--- config.mk ---
export PLATFORM = sky130hd
export DESIGN_NAME = mv_timing_monitor
export DESIGN_NICKNAME = d
export VERILOG_FILES = /design/src/rtl/mv_timing_pkg.sv /design/src/rtl/mv_edge_detect.sv /design/src/rtl/mv_timing_monitor.sv
export SDC_FILE = /design/constraint.sdc
export NUM_CORES = 1
export LEC_CHECK = 0
export CORE_MARGIN = 5
export CORE_UTILIZATION = 45
export DETAILED_ROUTE_END_ITERATION = 8
export HOLD_SLACK_MARGIN = 0.03
export PLACE_DENSITY = 0.66
export SYNTH_ARGS = -nofsm -noshare
export SYNTH_HDL_FRONTEND = slang
export SYNTH_SLANG_ARGS = --single-unit
export TNS_END_PERCENT = 5
--- constraint.sdc ---
create_clock -name clk -period 5.1 [get_ports clk]
set_input_delay 1.02 -clock clk [delete_from_list [all_inputs] [get_ports clk]]
set_output_delay 1.02 -clock clk [all_outputs]
set_load 0.1 [all_outputs]
--- src/rtl/mv_timing_pkg.sv ---
`default_nettype none
// =====================================================================
// mv_timing_pkg : shared constants and state encoding for the
//                 video timing monitor.      Rev 1.0
// =====================================================================
package mv_timing_pkg;

  localparam int CNT_W_DEF = 16;

  typedef logic [1:0] state_t;
  localparam state_t ST_IDLE    = 2'd0;
  localparam state_t ST_ACQUIRE = 2'd1;
  localparam state_t ST_MEASURE = 2'd2;

  localparam int H_TOTAL_1080P  = 2200;
  localparam int H_ACTIVE_1080P = 1920;
  localparam int V_TOTAL_1080P  = 1125;
  localparam int V_ACTIVE_1080P = 1080;

endpackage
`default_nettype wire

--- src/rtl/mv_edge_detect.sv ---
`default_nettype none
// =====================================================================
// mv_edge_detect : two-flop sampler giving level, rise and fall.
//                  Rev 1.0
// =====================================================================
module mv_edge_detect (
  input  logic clk,
  input  logic rst_n,
  input  logic d_i,
  output logic lvl_o,
  output logic rise_o,
  output logic fall_o
);

  logic q1_q, q2_q;

  always_ff @(posedge clk or negedge rst_n) begin
    if (!rst_n) begin
      q1_q <= 1'b0;
      q2_q <= 1'b0;
    end else begin
      q1_q <= d_i;
      q2_q <= q1_q;
    end
  end

  assign lvl_o  = q1_q;
  assign rise_o = q1_q & ~q2_q;
  assign fall_o = ~q1_q & q2_q;

endmodule
`default_nettype wire

--- src/rtl/mv_timing_monitor.sv ---
`default_nettype none
// =====================================================================
// mv_timing_monitor : passive hs/vs/de line and frame timing checker.
//                     Rev 1.0
// =====================================================================
module mv_timing_monitor
  import mv_timing_pkg::*;
#(
  parameter int CNT_W       = CNT_W_DEF,
  parameter int LOCK_FRAMES = 2
) (
  input  logic             clk,
  input  logic             rst_n,
  input  logic             hs_i,
  input  logic             vs_i,
  input  logic             de_i,
  input  logic [CNT_W-1:0] exp_htotal_i,
  input  logic [CNT_W-1:0] exp_hactive_i,
  input  logic [CNT_W-1:0] exp_vtotal_i,
  input  logic [CNT_W-1:0] exp_vactive_i,
  input  logic             clr_error_i,
  output logic [CNT_W-1:0] meas_htotal_o,
  output logic [CNT_W-1:0] meas_hactive_o,
  output logic [CNT_W-1:0] meas_vtotal_o,
  output logic [CNT_W-1:0] meas_vactive_o,
  output logic             meas_valid_o,
  output logic             locked_o,
  output logic             error_o,
  output logic [7:0]       frame_cnt_o
);

  localparam int               MW     = $clog2(LOCK_FRAMES + 1);
  localparam logic [CNT_W-1:0] C_MAX  = {CNT_W{1'b1}};
  localparam logic [MW-1:0]    C_LOCK = MW'(LOCK_FRAMES);

  logic w_hs_lvl, w_hs_rise, w_hs_fall;
  logic w_vs_lvl, w_vs_rise, w_vs_fall;
  logic w_de_lvl, w_de_rise, w_de_fall;
  logic w_unused;

  mv_edge_detect u_hs_edge (.clk(clk), .rst_n(rst_n), .d_i(hs_i),
                            .lvl_o(w_hs_lvl), .rise_o(w_hs_rise), .fall_o(w_hs_fall));
  mv_edge_detect u_vs_edge (.clk(clk), .rst_n(rst_n), .d_i(vs_i),
                            .lvl_o(w_vs_lvl), .rise_o(w_vs_rise), .fall_o(w_vs_fall));
  mv_edge_detect u_de_edge (.clk(clk), .rst_n(rst_n), .d_i(de_i),
                            .lvl_o(w_de_lvl), .rise_o(w_de_rise), .fall_o(w_de_fall));

  assign w_unused = ^{w_hs_lvl, w_hs_fall, w_vs_lvl, w_vs_fall};

  logic [CNT_W-1:0]   pix_q, pix_d, de_cnt_q, de_cnt_d, line_q, line_d, vact_q, vact_d;
  logic [CNT_W-1:0]   line_len_q, line_len_d, act_len_q, act_len_d;
  logic               seen_hs_q, seen_hs_d, len_vld_q, len_vld_d, line_bad_q, line_bad_d;
  state_t             state_q, state_d;
  logic [CNT_W-1:0]   snap_ht_q, snap_ht_d, snap_ha_q, snap_ha_d;
  logic [CNT_W-1:0]   snap_vt_q, snap_vt_d, snap_va_q, snap_va_d;
  logic               snap_bad_q, snap_bad_d, pend_q, pend_d;
  logic [CNT_W-1:0]   meas_ht_q, meas_ht_d, meas_ha_q, meas_ha_d;
  logic [CNT_W-1:0]   meas_vt_q, meas_vt_d, meas_va_q, meas_va_d;
  logic               meas_valid_q, meas_valid_d, locked_q, locked_d, error_q, error_d;
  logic [7:0]         frame_cnt_q, frame_cnt_d;
  logic [MW-1:0]      match_q, match_d;
  logic [4*CNT_W-1:0] exp_prev_q, exp_prev_d;

  logic [4*CNT_W-1:0] w_exp_cat;
  logic               w_len_bad, w_sat, w_timeout, w_match, w_exp_chg, w_err_set;

  assign w_exp_cat = {exp_htotal_i, exp_hactive_i, exp_vtotal_i, exp_vactive_i};
  assign w_exp_chg = (w_exp_cat != exp_prev_q);
  // A line only counts once it both started and ended on an hs rise.
  assign w_len_bad = w_hs_rise && seen_hs_q && len_vld_q && (pix_q != line_len_q);
  assign w_sat     = (pix_q == C_MAX) || (de_cnt_q == C_MAX) ||
                     (line_q == C_MAX) || (vact_q == C_MAX);
  assign w_timeout = ((line_q == C_MAX) && !w_vs_rise) || ((pix_q == C_MAX) && !w_hs_rise);
  assign w_match   = (snap_ht_q == exp_htotal_i) && (snap_ha_q == exp_hactive_i) &&
                     (snap_vt_q == exp_vtotal_i) && (snap_va_q == exp_vactive_i) && !snap_bad_q;

  always_comb begin
    pix_d = pix_q;  de_cnt_d = de_cnt_q;  line_d = line_q;  vact_d = vact_q;
    line_len_d = line_len_q;  act_len_d = act_len_q;
    seen_hs_d = seen_hs_q;  len_vld_d = len_vld_q;  line_bad_d = line_bad_q;
    state_d = state_q;
    snap_ht_d = snap_ht_q;  snap_ha_d = snap_ha_q;  snap_vt_d = snap_vt_q;  snap_va_d = snap_va_q;
    snap_bad_d = snap_bad_q;  pend_d = 1'b0;
    meas_ht_d = meas_ht_q;  meas_ha_d = meas_ha_q;  meas_vt_d = meas_vt_q;  meas_va_d = meas_va_q;
    meas_valid_d = 1'b0;  locked_d = locked_q;  error_d = error_q;
    frame_cnt_d = frame_cnt_q;  match_d = match_q;  exp_prev_d = w_exp_cat;
    w_err_set = 1'b0;

    if (w_hs_rise) begin
      pix_d     = CNT_W'(1);
      seen_hs_d = 1'b1;
      if (seen_hs_q) begin
        line_len_d = pix_q;
        len_vld_d  = 1'b1;
      end
    end else if (pix_q != C_MAX) begin
      pix_d = pix_q + 1'b1;
    end

    if (w_hs_rise)                             de_cnt_d = '0;
    else if (w_de_lvl && de_cnt_q != C_MAX)    de_cnt_d = de_cnt_q + 1'b1;
    if (w_de_fall)                             act_len_d = de_cnt_q;

    // An hs rise on the vs rise edge opens the new frame's first line.
    if (w_vs_rise) begin
      line_d     = w_hs_rise ? CNT_W'(1) : '0;
      vact_d     = w_de_rise ? CNT_W'(1) : '0;
      line_bad_d = 1'b0;
    end else begin
      if (w_hs_rise && line_q != C_MAX) line_d = line_q + 1'b1;
      if (w_de_rise && vact_q != C_MAX) vact_d = vact_q + 1'b1;
      line_bad_d = line_bad_q | w_len_bad | w_sat;
    end

    case (state_q)
      ST_IDLE: if (w_vs_rise) state_d = ST_ACQUIRE;
      ST_ACQUIRE, ST_MEASURE: begin
        if (w_vs_rise) begin
          snap_ht_d  = (w_hs_rise && seen_hs_q) ? pix_q : line_len_q;
          snap_ha_d  = act_len_q;
          snap_vt_d  = line_q;
          snap_va_d  = vact_q;
          snap_bad_d = line_bad_q | w_len_bad | w_sat;
          pend_d     = 1'b1;
          state_d    = ST_MEASURE;
        end
      end
      default: state_d = ST_IDLE;
    endcase

    if (pend_q) begin
      meas_ht_d    = snap_ht_q;
      meas_ha_d    = snap_ha_q;
      meas_vt_d    = snap_vt_q;
      meas_va_d    = snap_va_q;
      meas_valid_d = 1'b1;
      frame_cnt_d  = frame_cnt_q + 8'd1;
      if (w_match) begin
        if (match_q != C_LOCK) match_d = match_q + 1'b1;
        locked_d = (match_d == C_LOCK);
      end else begin
        match_d   = '0;
        locked_d  = 1'b0;
        w_err_set = 1'b1;
      end
    end

    if (w_exp_chg) begin
      locked_d = 1'b0;
      match_d  = '0;
    end

    if (w_timeout) begin
      pix_d = '0;  de_cnt_d = '0;  line_d = '0;  vact_d = '0;
      line_len_d = '0;  act_len_d = '0;
      seen_hs_d = 1'b0;  len_vld_d = 1'b0;  line_bad_d = 1'b0;
      state_d = ST_IDLE;  pend_d = 1'b0;
      locked_d = 1'b0;  match_d = '0;
      w_err_set = 1'b1;
    end

    if (w_err_set)        error_d = 1'b1;
    else if (clr_error_i) error_d = 1'b0;
  end

  always_ff @(posedge clk or negedge rst_n) begin
    if (!rst_n) begin
      pix_q <= '0;  de_cnt_q <= '0;  line_q <= '0;  vact_q <= '0;
      line_len_q <= '0;  act_len_q <= '0;
      seen_hs_q <= 1'b0;  len_vld_q <= 1'b0;  line_bad_q <= 1'b0;
      state_q <= ST_IDLE;
      snap_ht_q <= '0;  snap_ha_q <= '0;  snap_vt_q <= '0;  snap_va_q <= '0;
      snap_bad_q <= 1'b0;  pend_q <= 1'b0;
      meas_ht_q <= '0;  meas_ha_q <= '0;  meas_vt_q <= '0;  meas_va_q <= '0;
      meas_valid_q <= 1'b0;  locked_q <= 1'b0;  error_q <= 1'b0;
      frame_cnt_q <= '0;  match_q <= '0;  exp_prev_q <= '0;
    end else begin
      pix_q <= pix_d;  de_cnt_q <= de_cnt_d;  line_q <= line_d;  vact_q <= vact_d;
      line_len_q <= line_len_d;  act_len_q <= act_len_d;
      seen_hs_q <= seen_hs_d;  len_vld_q <= len_vld_d;  line_bad_q <= line_bad_d;
      state_q <= state_d;
      snap_ht_q <= snap_ht_d;  snap_ha_q <= snap_ha_d;  snap_vt_q <= snap_vt_d;  snap_va_q <= snap_va_d;
      snap_bad_q <= snap_bad_d;  pend_q <= pend_d;
      meas_ht_q <= meas_ht_d;  meas_ha_q <= meas_ha_d;  meas_vt_q <= meas_vt_d;  meas_va_q <= meas_va_d;
      meas_valid_q <= meas_valid_d;  locked_q <= locked_d;  error_q <= error_d;
      frame_cnt_q <= frame_cnt_d;  match_q <= match_d;  exp_prev_q <= exp_prev_d;
    end
  end

  assign meas_htotal_o  = meas_ht_q;
  assign meas_hactive_o = meas_ha_q;
  assign meas_vtotal_o  = meas_vt_q;
  assign meas_vactive_o = meas_va_q;
  assign meas_valid_o   = meas_valid_q;
  assign locked_o       = locked_q;
  assign error_o        = error_q;
  assign frame_cnt_o    = frame_cnt_q;

endmodule
`default_nettype wire

==> impl_metrics.yaml <==
cts:
  cts_buffers: 34
  clkLatencyLatePin_ps: 510
  cts_tree: "yes"
  path_clk_slew_ps: 60
  cts.sinks: 313
  cts_setup_buffers: 0
  cts_resized: 0
  cts.path.max_buffers: 3
  cts_hold_buf: 0
  cts.htree.levels: 2
  clk_root_buffer_cell: "clkbuf_16"
logic_synthesis:
  synth_nets: 1156
  async_flop_share_pct: 100.0
  synth_edf_count: 0
  seq_area_frac_synth_pct: 58.98
  synth_common_cells: "313 x dfrtp_1, 112 x mux2_2, 112 x nor2_1"
  yosysTopAreaCell: "dfrtp_1"
  ys_seq_elements: 313
  yosysTopAreaCellShare_pct: 58.98
  synth.area.top_cells: "dfrtp_1 59%, mux2_2 9.5%, xnor2_1 6.9%"
  yosysMostFrequentCell: "dfrtp_1"
  avgSynthCellArea_um2: 12.31
  synth_warnings: 0
  synth_cell_types: 45
  syn_area_um2: 13280
  synthCells: 1079
  synth_ff_type: "dfrtp_1"
sta:
  fin_crit_ps: 3135
  final_hold_viol_count: 0
  fmax_mhz: 319.0
  setup_viol_count_final: 0
  fin_tns_setup_ps: 0
  fin_skew_ps: 11.41
  worst_pin_slew_ps: 1078
  period_share_pct: 61.46
  slew_violations: 0
  rsz0062_at_grt: "false"
  slew_headroom_pct: 28.15
setup_path:
  critical-path-top-delay-family: "buffers and inverters"
  r2r_end: "locked_o$_DFFE_PN0P_"
  cp_max_fo: 3
  r2r_start: "line_q[5]$_DFFE_PN0P_"
  worstRegToRegCells: 6
  cp.required_ps: 4080
  rrSetupSlack_ps: 2350
  path_cells: "clkdlybuf4s50_1"
  startpoint: "locked_o$_DFFE_PN0P_"
  crit_buf_inv: 1
  slowest_stage: "clkdlybuf4s50_1"
  crit_type: "flip-flop to output pin"
  crit_path_max_incr_delay_ps: 1190
  crit_path_end_kind: "output pin"
  worstPathArrival_ps: 2110
  crit_path_start_kind: "flip-flop"
power:
  p_switching_mw: 2.157
  leakage_nw: 7.419
  power.density_nw_per_um2: 418.9
  p_comb_share_pct: 20.6
  power_frac_seq_pct: 43.5
  power.internal_mw: 4.656
  swShare_pct: 31.66
  ir_worst_vdd_mv: 0.2471
  fin_total_pwr_mw: 6.813
  clock_power_share_pct: 36.0
placed_design:
  port_buffers: 144
  placed_cells: 1577
  post-dp-hpwl_um: 23860
  gp_congestion: 0.8376
worst_hold_path:
  min_from: "u_hs_edge.lvl_o$_DFF_PN0_"
  holdPathStages: 0
  hp-class: "flip-flop to flip-flop"
  hold-path-endpoint: "u_hs_edge.q2_q$_DFF_PN0_"
cells_and_area:
  layout.nets: 1306
  nFillCells: 2410
  fin_util_pct: 56.21
  drive_above_1_share_pct: 14.75
  instances_no_fill: 1640
  area_growth_pct: 22.47
global_route:
  grt_usage_pct: 20.17
  grt_pass1_vias: 8802
  met3_usage_pct: 4.162
  grt_antenna_before_repair: 3
  grtUsageMet2_pct: 30.37
  grt_pass1_wl_um: 52120
  gr-usage-met1_pct: 30.30
  grt_max_degree: 116
  grt.busiest_layer: "met2"
  grt-ovfl-total: 0
route:
  wirelength_um: 33120
  wl_per_cell_um: 20.20
  drt_iter0_markers: 587
  drc: 0
  vias: 8507
  viasPerCell: 5.187
  dr.pass1.iters: 4
  ant_nets: 0
die:
  dieArea_um2: 33050
  initial_core_util_pct: 45.90
  coreArea_um2: 28940
  die_x_um: 181.8
  io_pins: 145
  rows: 62
  die_h_um: 181.8
outcome:
  outcome: "finished clean"
job:
  drv_cap: 0
==> cell type report <==
class                           instances  area, um^2  area share (%)
Clock inverter                         11       83.83          0.5154
Timing Repair Buffer                  152        1519           9.339
Tap cell                              384       480.5           2.954
Clock buffer                           50        1045           6.424
Inverter                               25       93.84          0.5770
Sequential cell                       313        7836           48.18
Antenna cell                            2       5.005         0.03077
Multi-Input combinational cell        703        5201           31.98
==> power groups by stage <==
stage | combinational (mW) | sequential, mW | clock [mW]
floorplan | 0.540 | 3.37 | 0
global placement | 1.39 | 3.00 | 0
detailed placement | 1.40 | 3.01 | 0
CTS | 1.41 | 2.96 | 2.50
global route | 1.48 | 2.99 | 2.60
finish | 1.40 | 2.96 | 2.45
==> registers in the layout (all words and copies together) (netlist names), 2 cells and up <==
| register | flops |
|---|---|
| act_len_q | 16 |
| line_q | 16 |
| exp_prev_q | 64 |
| pix_q | 16 |
| meas_vtotal_o | 16 |
| de_cnt_q | 16 |
| line_len_q | 16 |
| vact_q | 16 |
| snap_ht_q | 16 |
| meas_htotal_o | 16 |
| snap_ha_q | 16 |
| meas_vactive_o | 16 |
| snap_vt_q | 16 |
| frame_cnt_o | 8 |
| meas_hactive_o | 16 |
| state_q | 2 |
| snap_va_q | 16 |
==> worst max-delay path by stage <==
stage                     slack [ps]  cells after the start             endpoint
after floorplan                 2570                      6  error_o$_DFFE_PN0P_
after global placement          1820                      7  error_o$_DFFE_PN0P_
after detailed placement        1790                      7  error_o$_DFFE_PN0P_
after CTS                       1950                      1             locked_o
after global routing            1910                      1       frame_cnt_o[2]
final                           1970                      1             locked_o
==> cells in the final DEF (no fill, tap or decap), types with 6 or more instances in the layout <==
| cell | instances |
|---|---|
| clkbuf_1 | 6 |
| mux2i_1 | 30 |
| dfrtp_1 | 312 |
| nand2b_1 | 7 |
| nand4_1 | 47 |
| buf_4 | 7 |
| ha_1 | 7 |
| and3_1 | 7 |
| o21ai_0 | 24 |
| nand2_1 | 49 |
| or3_1 | 6 |
| mux2_2 | 112 |
| clkinv_2 | 9 |
| xor2_1 | 87 |
| nor3_1 | 7 |
| nand3_1 | 22 |
| clkdlybuf4s50_1 | 143 |
| nor2_1 | 112 |
| inv_1 | 25 |
| a21oi_1 | 16 |
| and4_1 | 6 |
| nor4_1 | 19 |
| clkbuf_16 | 37 |
| xnor2_1 | 105 |
| nor2b_1 | 10 |
| clkbuf_8 | 7 |
==> worst reg2reg max path: stages, from the launching register on <==
cell and delay, ps:
dfrtp_1 410, nand4_1 230, nor4_1 780, nand2_1 190, nand2_2 730, or3_1 250
a21oi_1 50
==> metal layers <==
layer | part of all wire [%] | up-vias
met5 | 0.039 | -
met4 | 1.7 | 2
met3 | 5.8 | 42
met2 | 44 | 228
met1 | 48 | 4252
li1 | - | 3983
==> metrics by stage <==
step / instance area (um^2) / setup slack [ps] / hold WS [ps]
3_5_place_dp: 15130 / 1792 / 428.1
4_1_cts: 16260 / 1950 / 441.5
6_report: 16260 / 1965 / 445.2
3_3_place_gp: 15130 / 1822 / 423.8
2_1_floorplan: 13280 / 2566 / 367.7
5_1_grt: 16260 / 1913 / 463.0
==> cells by family after synthesis <==
kind of cell / Yosys count / share of synthesized area [%]
DFF: 313 / 58.98
and+or+nand+nor: 306 / 11.46
xor gates and xnor gates: 192 / 12.66
muxes: 142 / 11.76
buffers and inverters: 63 / 1.894
AOI/OAI and AO/OA: 56 / 2.591
adders and majority gates: 7 / 0.6595
No activity file was read; power rests on OpenSTA's default activity.
